File: config.mk
export PLATFORM = sky130hd
export DESIGN_NAME = video_timing_gen
export DESIGN_NICKNAME = d
export VERILOG_FILES = /design/src/rtl/video_timing_gen.sv
export SDC_FILE = /design/constraint.sdc
export NUM_CORES = 1
export LEC_CHECK = 0
export CAP_MARGIN = 40
export CORE_ASPECT_RATIO = 1.5
export CORE_MARGIN = 2
export CORE_UTILIZATION = 57
export CTS_CLUSTER_SIZE = 12
export DETAILED_ROUTE_END_ITERATION = 6
export PLACE_DENSITY = 0.83
export SLEW_MARGIN = 20
export SYNTH_ARGS = -nofsm -noshare
export SYNTH_HDL_FRONTEND = slang
export SYNTH_SLANG_ARGS = --single-unit
File: constraint.sdc
create_clock -name clk -period 6.44 [get_ports clk]
set_input_delay 0.644 -clock clk [delete_from_list [all_inputs] [get_ports clk]]
set_output_delay 0.644 -clock clk [all_outputs]
set_load 0.05 [all_outputs]
File: src/rtl/video_timing_gen.sv
// rtl/video_timing_gen.sv - raster timing generator with registered sync, blank, strobe and frame outputs
module video_timing_gen #(
  parameter int unsigned H_ACTIVE = 10'd267,
  parameter int unsigned H_FP     = 10'd3,
  parameter int unsigned H_SYNC   = 10'd1,
  parameter int unsigned H_BP     = 10'd1,
  parameter int unsigned V_ACTIVE = 10'd240,
  parameter int unsigned V_FP     = 10'd2,
  parameter int unsigned V_SYNC   = 10'd1,
  parameter int unsigned V_BP     = 10'd3,
  parameter bit          HS_POL   = 1'b1,
  parameter bit          VS_POL   = 1'b1,
  parameter int unsigned CNT_W    = 10,
  parameter int unsigned FC_W     = 8
) (
  input  logic             clk,
  input  logic             reset_n,
  input  logic             enable,
  output logic [CNT_W-1:0] x,
  output logic [CNT_W-1:0] y,
  output logic             hsync,
  output logic             vsync,
  output logic             hblank,
  output logic             vblank,
  output logic             de,
  output logic             line_start,
  output logic             frame_start,
  output logic [FC_W-1:0]  frame_count
);

  localparam int unsigned H_TOTAL = H_ACTIVE + H_FP + H_SYNC + H_BP;
  localparam int unsigned V_TOTAL = V_ACTIVE + V_FP + V_SYNC + V_BP;

  if (((H_TOTAL >> CNT_W) != 0) || ((V_TOTAL >> CNT_W) != 0)) begin : g_size_check
    $error("video_timing_gen: H_TOTAL or V_TOTAL does not fit in CNT_W bits");
  end

  localparam logic [CNT_W-1:0] HT_M1 = CNT_W'(H_TOTAL - 1);
  localparam logic [CNT_W-1:0] VT_M1 = CNT_W'(V_TOTAL - 1);
  localparam logic [CNT_W-1:0] HA    = CNT_W'(H_ACTIVE);
  localparam logic [CNT_W-1:0] VA    = CNT_W'(V_ACTIVE);
  localparam logic [CNT_W-1:0] HSS   = CNT_W'(H_ACTIVE + H_FP);
  localparam logic [CNT_W-1:0] HSE   = CNT_W'(H_ACTIVE + H_FP + H_SYNC);
  localparam logic [CNT_W-1:0] VSS   = CNT_W'(V_ACTIVE + V_FP);
  localparam logic [CNT_W-1:0] VSE   = CNT_W'((V_ACTIVE + V_FP + V_SYNC) % V_TOTAL);

  logic [CNT_W-1:0] r_x, r_y;
  logic             r_hs, r_vs, r_hb, r_vb, r_de, r_ls, r_fs;
  logic [FC_W-1:0]  r_fc;

  logic             w_x_wrap, w_y_wrap;
  logic [CNT_W-1:0] w_x_nxt, w_y_nxt;
  logic             w_hb_nxt, w_vb_nxt, w_hs_act, w_vs_act;

  assign w_x_wrap = (r_x == HT_M1);
  assign w_y_wrap = (r_y == VT_M1);
  assign w_x_nxt  = w_x_wrap ? '0 : r_x + 1'b1;
  assign w_y_nxt  = w_x_wrap ? (w_y_wrap ? '0 : r_y + 1'b1) : r_y;
  assign w_hb_nxt = (w_x_nxt >= HA);
  assign w_vb_nxt = (w_y_nxt >= VA);
  assign w_hs_act = (w_x_nxt >= HSS) && (w_x_nxt < HSE);

  // vsync toggles only on the hsync leading-edge column so both edges line up with hsync
  always_comb begin
    w_vs_act = (r_vs == VS_POL);
    if (V_SYNC == 0) begin
      w_vs_act = 1'b0;
    end else if (w_x_nxt == HSS) begin
      if (w_y_nxt == VSS) begin
        w_vs_act = 1'b1;
      end else if (w_y_nxt == VSE) begin
        w_vs_act = 1'b0;
      end
    end
  end

  always_ff @(posedge clk) begin
    if (!reset_n) begin
      r_x  <= HT_M1;
      r_y  <= VT_M1;
      r_hb <= 1'b1;
      r_vb <= 1'b1;
      r_de <= 1'b0;
      r_hs <= ~HS_POL;
      r_vs <= ~VS_POL;
      r_ls <= 1'b0;
      r_fs <= 1'b0;
      r_fc <= '1;
    end else begin
      r_ls <= 1'b0;
      r_fs <= 1'b0;
      if (enable) begin
        r_x  <= w_x_nxt;
        r_y  <= w_y_nxt;
        r_hb <= w_hb_nxt;
        r_vb <= w_vb_nxt;
        r_de <= !w_hb_nxt && !w_vb_nxt;
        r_hs <= w_hs_act ? HS_POL : ~HS_POL;
        r_vs <= w_vs_act ? VS_POL : ~VS_POL;
        r_ls <= w_x_wrap;
        r_fs <= w_x_wrap && w_y_wrap;
        if (w_x_wrap && w_y_wrap) begin
          r_fc <= r_fc + 1'b1;
        end
      end
    end
  end

  assign x           = r_x;
  assign y           = r_y;
  assign hsync       = r_hs;
  assign vsync       = r_vs;
  assign hblank      = r_hb;
  assign vblank      = r_vb;
  assign de          = r_de;
  assign line_start  = r_ls;
  assign frame_start = r_fs;
  assign frame_count = r_fc;

endmodule

# == After elaboration in Yosys (flattened, before gate mapping) ==
# Cells that the tools add are included.
# op_classes
add_sub_neg,3
mul,0
n_div,0
order_cmp,4
n_eq_ne,5
n_shift,0
mux,8
bitwise,0
reduce_logical,7
# op_table
operator,count
$eq 10x8->1 const B,3
$mux 10,3
$add 10x1->10 const B,2
$eq 10x9->1 const B,2
$ge 10x9->1 const B,2
$ge 10x8->1 const B,1
$lt 10x9->1 const B,1
$add 8x1->8 const B,1
$mux 1,5
$reduce_and 2->1,2
$logic_and 1x1->1,3
$logic_not 1->1,2
# word_totals
regBits,35
latchBits,0
mem_bits_rw,0
romBits,0
output_inout_bits,35
memories,0

# == Longest topological paths before layout ==
# depth
depth_word,8
mapped_depth,9
ltp_nobuf,8

# == Worst setup path after synthesis ==
# OpenSTA, ideal clock, no wires.
# synth_timing
path_kind,register to register
start,register r_x[1] (netlist: x[1])
end,register r_vs (netlist: vsync)
arrival_time_ps,2663
required_ps,6368
slack_ps,3705
path_stages_with_launch,9
n_path_buf,1
synth_period_minus_slack_ps,2735
path_cell_list,dfxtp_1 ha_1 clkbuf_1 and3_1 nand3_1 o41a_1 a211o_1 nor4_2 mux2i_1
# synth_between
elab_chain_cells,7
elab_cells_between_ends,11
cone_classes,add/sub: 1; eq/ne: 4; mux: 6
# synth_lines
item,line,source
"start, declared",47,"logic [CNT_W-1:0] r_x, r_y;"
"start signal, assigned",93,r_x <= w_x_nxt;
branches (longest 5 deep; another with $add 10x1->10),n/a,
$mux 1 (*),68,end else if (w_x_nxt == HSS) begin
$mux 1 (*),99,r_vs <= w_vs_act ? VS_POL : ~VS_POL;
"end signal, assigned",85,r_vs <= ~VS_POL;
"end signal, assigned",99,
"end, declared",48,"logic r_hs, r_vs, r_hb, r_vb, r_de, r_ls, r_fs;"
# Every way passes the cells marked *.
# A chain may end at the register's enable or synchronous reset.

# == Final worst setup path ==
# layout_timing
start,input port enable
end,register r_fc[6] (netlist: frame_count[6])
# layout_between
elab_chain_cells,1
# layout_lines
item,line,source
"start, declared",18,"input logic enable,"
$reduce_and 2->1 (no line),n/a,
"end signal, assigned",103,r_fc <= r_fc + 1'b1;
"end, declared",49,logic [FC_W-1:0] r_fc;
# Every way passes these cells.

==> results.json <==
{
  "ys.flop_type": "dfxtp_1",
  "first_pass_iters": 4,
  "switchingPower_mw": 0.297,
  "synth_nets": 276,
  "max-clock-path-buffers": 2,
  "cpMaxStageDelayCell": "clkdlybuf4s50_1",
  "grt_pass1_vias": 1901,
  "rows": 27,
  "power.density_nw_per_um2": 272,
  "clkPwrFrac": 0.216,
  "min_period_over_period": 0.474,
  "fmax_ghz": 0.327,
  "die_h_um": 79.7,
  "slew_headroom": 0.553,
  "yosys.area.top_type": "dfxtp_1",
  "diodes": 0,
  "setup_viol": 0,
  "start_util": 0.591,
  "ios": 38,
  "slowest_delay_ps": 900,
  "tns_ps": 0,
  "reg2reg_to": "vsync$_SDFFE_PN0P_",
  "ys_async_sr_fraction": 0,
  "yosysMostFrequentCell": "dfxtp_1",
  "synth_top_area_share": 0.322,
  "timing.rr.start": "x[1]$_SDFFE_PN1P_",
  "synth_cells": 267,
  "viasPerCell": 6.22,
  "swShare": 0.418,
  "tritoncts": "done",
  "crit_path_cell_trace": "clkdlybuf4s50_1 -> inv_1 -> nor4_4 -> nand3_4 -> nor2_1 -> and4_1 -> o21ai_0",
  "yosysWarnings": 0,
  "die_area_um2": 4340,
  "p_comb_frac": 0.407,
  "clock_tree.root_cell": "clkbuf_8",
  "drive_above_1_share": 0.0678,
  "globalplace.congestion": 0.879,
  "grt_overflow": 0,
  "min_period_ps": 3050,
  "yosysSeqAreaShare": 0.322,
  "whs_ps": 469,
  "skew_ps": 2.50,
  "crit_start": "enable",
  "synth_edf_count": 0,
  "syn_avg_cell_area_um2": 8.15,
  "grt.total_usage": 0.268,
  "htreeDepth": 2,
  "cp.arrival_ps": 3210,
  "synth.area.top_cells": "dfxtp_1 (32%), nand2_1 (5.9%), o21ai_0 (3.7%)",
  "crit_end": "frame_count[6]$_SDFFE_PN1P_",
  "wirelength_mm": 5.43,
  "power.internal_mw": 0.413,
  "crit_path_end_kind": "flip-flop",
  "synth-seq-cells": 35,
  "cts_setup_buffers": 0,
  "synthDistinctLibCells": 56,
  "port_buffers": 37,
  "hp-class": "reg -> reg",
  "fillCellCount": 311,
  "cts_made_buffers": 5,
  "die-width_um": 54.5,
  "status": "finished clean",
  "vias": 2103,
  "critPathRequiredTime_ps": 6600,
  "report.power.total_mw": 0.710,
  "worst_pin_slew_ps": 668,
  "cts.sinks": 35,
  "dp_hpwl_mm": 3.95,
  "cts-resized-gates": 0,
  "grt_pass1_wl_mm": 8.69,
  "hold_violations": 0,
  "coreArea_um2": 3680,
  "irDropWorstVdd_mv": 0.161,
  "drc": 0,
  "drv_slew": 0,
  "rrSetupSlack_ps": 3470,
  "ant_nets": 0,
  "antenna_found_initial": 0,
  "wire_per_inst_um": 16.1,
  "clkTransAtPathRegs_ps": 70,
  "area_growth_pct": 19.8,
  "netlist_top_cells_count": "dfxtp_1 (35), nand2_1 (34), o21ai_0 (16)",
  "critPathKind": "in -> reg",
  "synth_area_um2": 2180,
  "r2r_cells": 7,
  "clock_latency_ps": 290,
  "p_leak_nw": 0.981,
  "cp_max_fo": 18,
  "drt_iter0_drc": 72,
  "p_seq_frac": 0.377,
  "crit_path_start_kind": "primary input",
  "final_nets": 303,
  "rsz0062_at_grt": "false",
  "ctsHoldBuffers": 0,
  "grt_max_degree": 39,
  "drv_cap": 0
}
placed cells by master, fill, tap and decap left out, types with 6 or more instances in the layout:
cell type        netlist  final
xnor2_1                8      8
dfxtp_1               35     35
nand3_1               15     15
a21oi_1                6      6
nand2_1               34     34
nor3_1                 7      7
nor2_1                12     12
ha_1                   6      6
clkdlybuf4s50_1        0     37
o21ai_0               16     16
nor4_1                 6      6
inv_1                 12     12
metal layers:
layer  global-route usage  share of wire
met2                0.460           0.53
met4                0.143          0.032
met1                0.304           0.41
met3               0.0412          0.030
met5                    0              0
state kept, by name, indices dropped and copies added, names as in the netlist:
signal / cells
frame_count: 8
hblank: 1
vsync: 1
frame_start: 1
line_start: 1
vblank: 1
de: 1
y: 10
hsync: 1
x: 10
power by group through the flow:
stage                     logic [mW]  clock network (mW)  registers [mW]
after global routing           0.311               0.166           0.272
after floorplan                0.149                   0           0.331
after CTS                      0.288               0.155           0.268
final                          0.289               0.154           0.268
after global placement         0.282                   0           0.271
after detailed placement       0.286                   0           0.273
worst min-delay path by stage:
stage / from / slack (ps) / cells past startpoint / end
global placement: vsync$_SDFFE_PN0P_ / 450 / 2 / vsync$_SDFFE_PN0P_
CTS: vsync$_SDFFE_PN0P_ / 470 / 2 / vsync$_SDFFE_PN0P_
floorplan: vsync$_SDFFE_PN0P_ / 670 / 2 / vsync$_SDFFE_PN0P_
finish: vsync$_SDFFE_PN0P_ / 470 / 2 / vsync$_SDFFE_PN0P_
detailed placement: vsync$_SDFFE_PN0P_ / 460 / 2 / vsync$_SDFFE_PN0P_
global route: vsync$_SDFFE_PN0P_ / 510 / 2 / vsync$_SDFFE_PN0P_
cells by family (layout without fill, tap and decap cells):
kind of cell | Yosys count | in the layout | share of synthesized area
simple gates | 120 | 120 | 0.326
xor+xnor | 9 | 9 | 0.0362
compound gates | 63 | 63 | 0.206
fa+ha+maj | 6 | 6 | 0.0345
buf+inv | 31 | 59 | 0.0615
mux | 3 | 3 | 0.0138
flops | 35 | 35 | 0.322
final cells by class:
cell class	instances	area [um^2]	share of cell area
Timing Repair Buffer	39	385	0.148
Tap cell	43	53.8	0.0206
Inverter	12	45.0	0.0173
Sequential cell	35	701	0.269
Clock buffer	7	76.3	0.0293
Clock inverter	1	5.00	0.00192
Multi-Input combinational cell	201	1340	0.515
metrics by stage:
stage / area (um^2) / cells / setup slack, ps / utilization
after floorplan: 2180 / 267 / 3710 / -
after global placement: 2530 / 330 / 3270 / 0.686
after detailed placement: 2530 / 330 / 3160 / 0.686
after CTS: 2610 / 338 / 3450 / 0.708
after global routing: 2610 / 338 / 3190 / 0.708
final: 2610 / 338 / 3390 / 0.708
critical path, delay by kind of cell:
family	cells	cell delay, ps
simple gates	4	1270
buf+inv	2	1230
compound gates	1	60
Power figures use the tool's default switching activity.
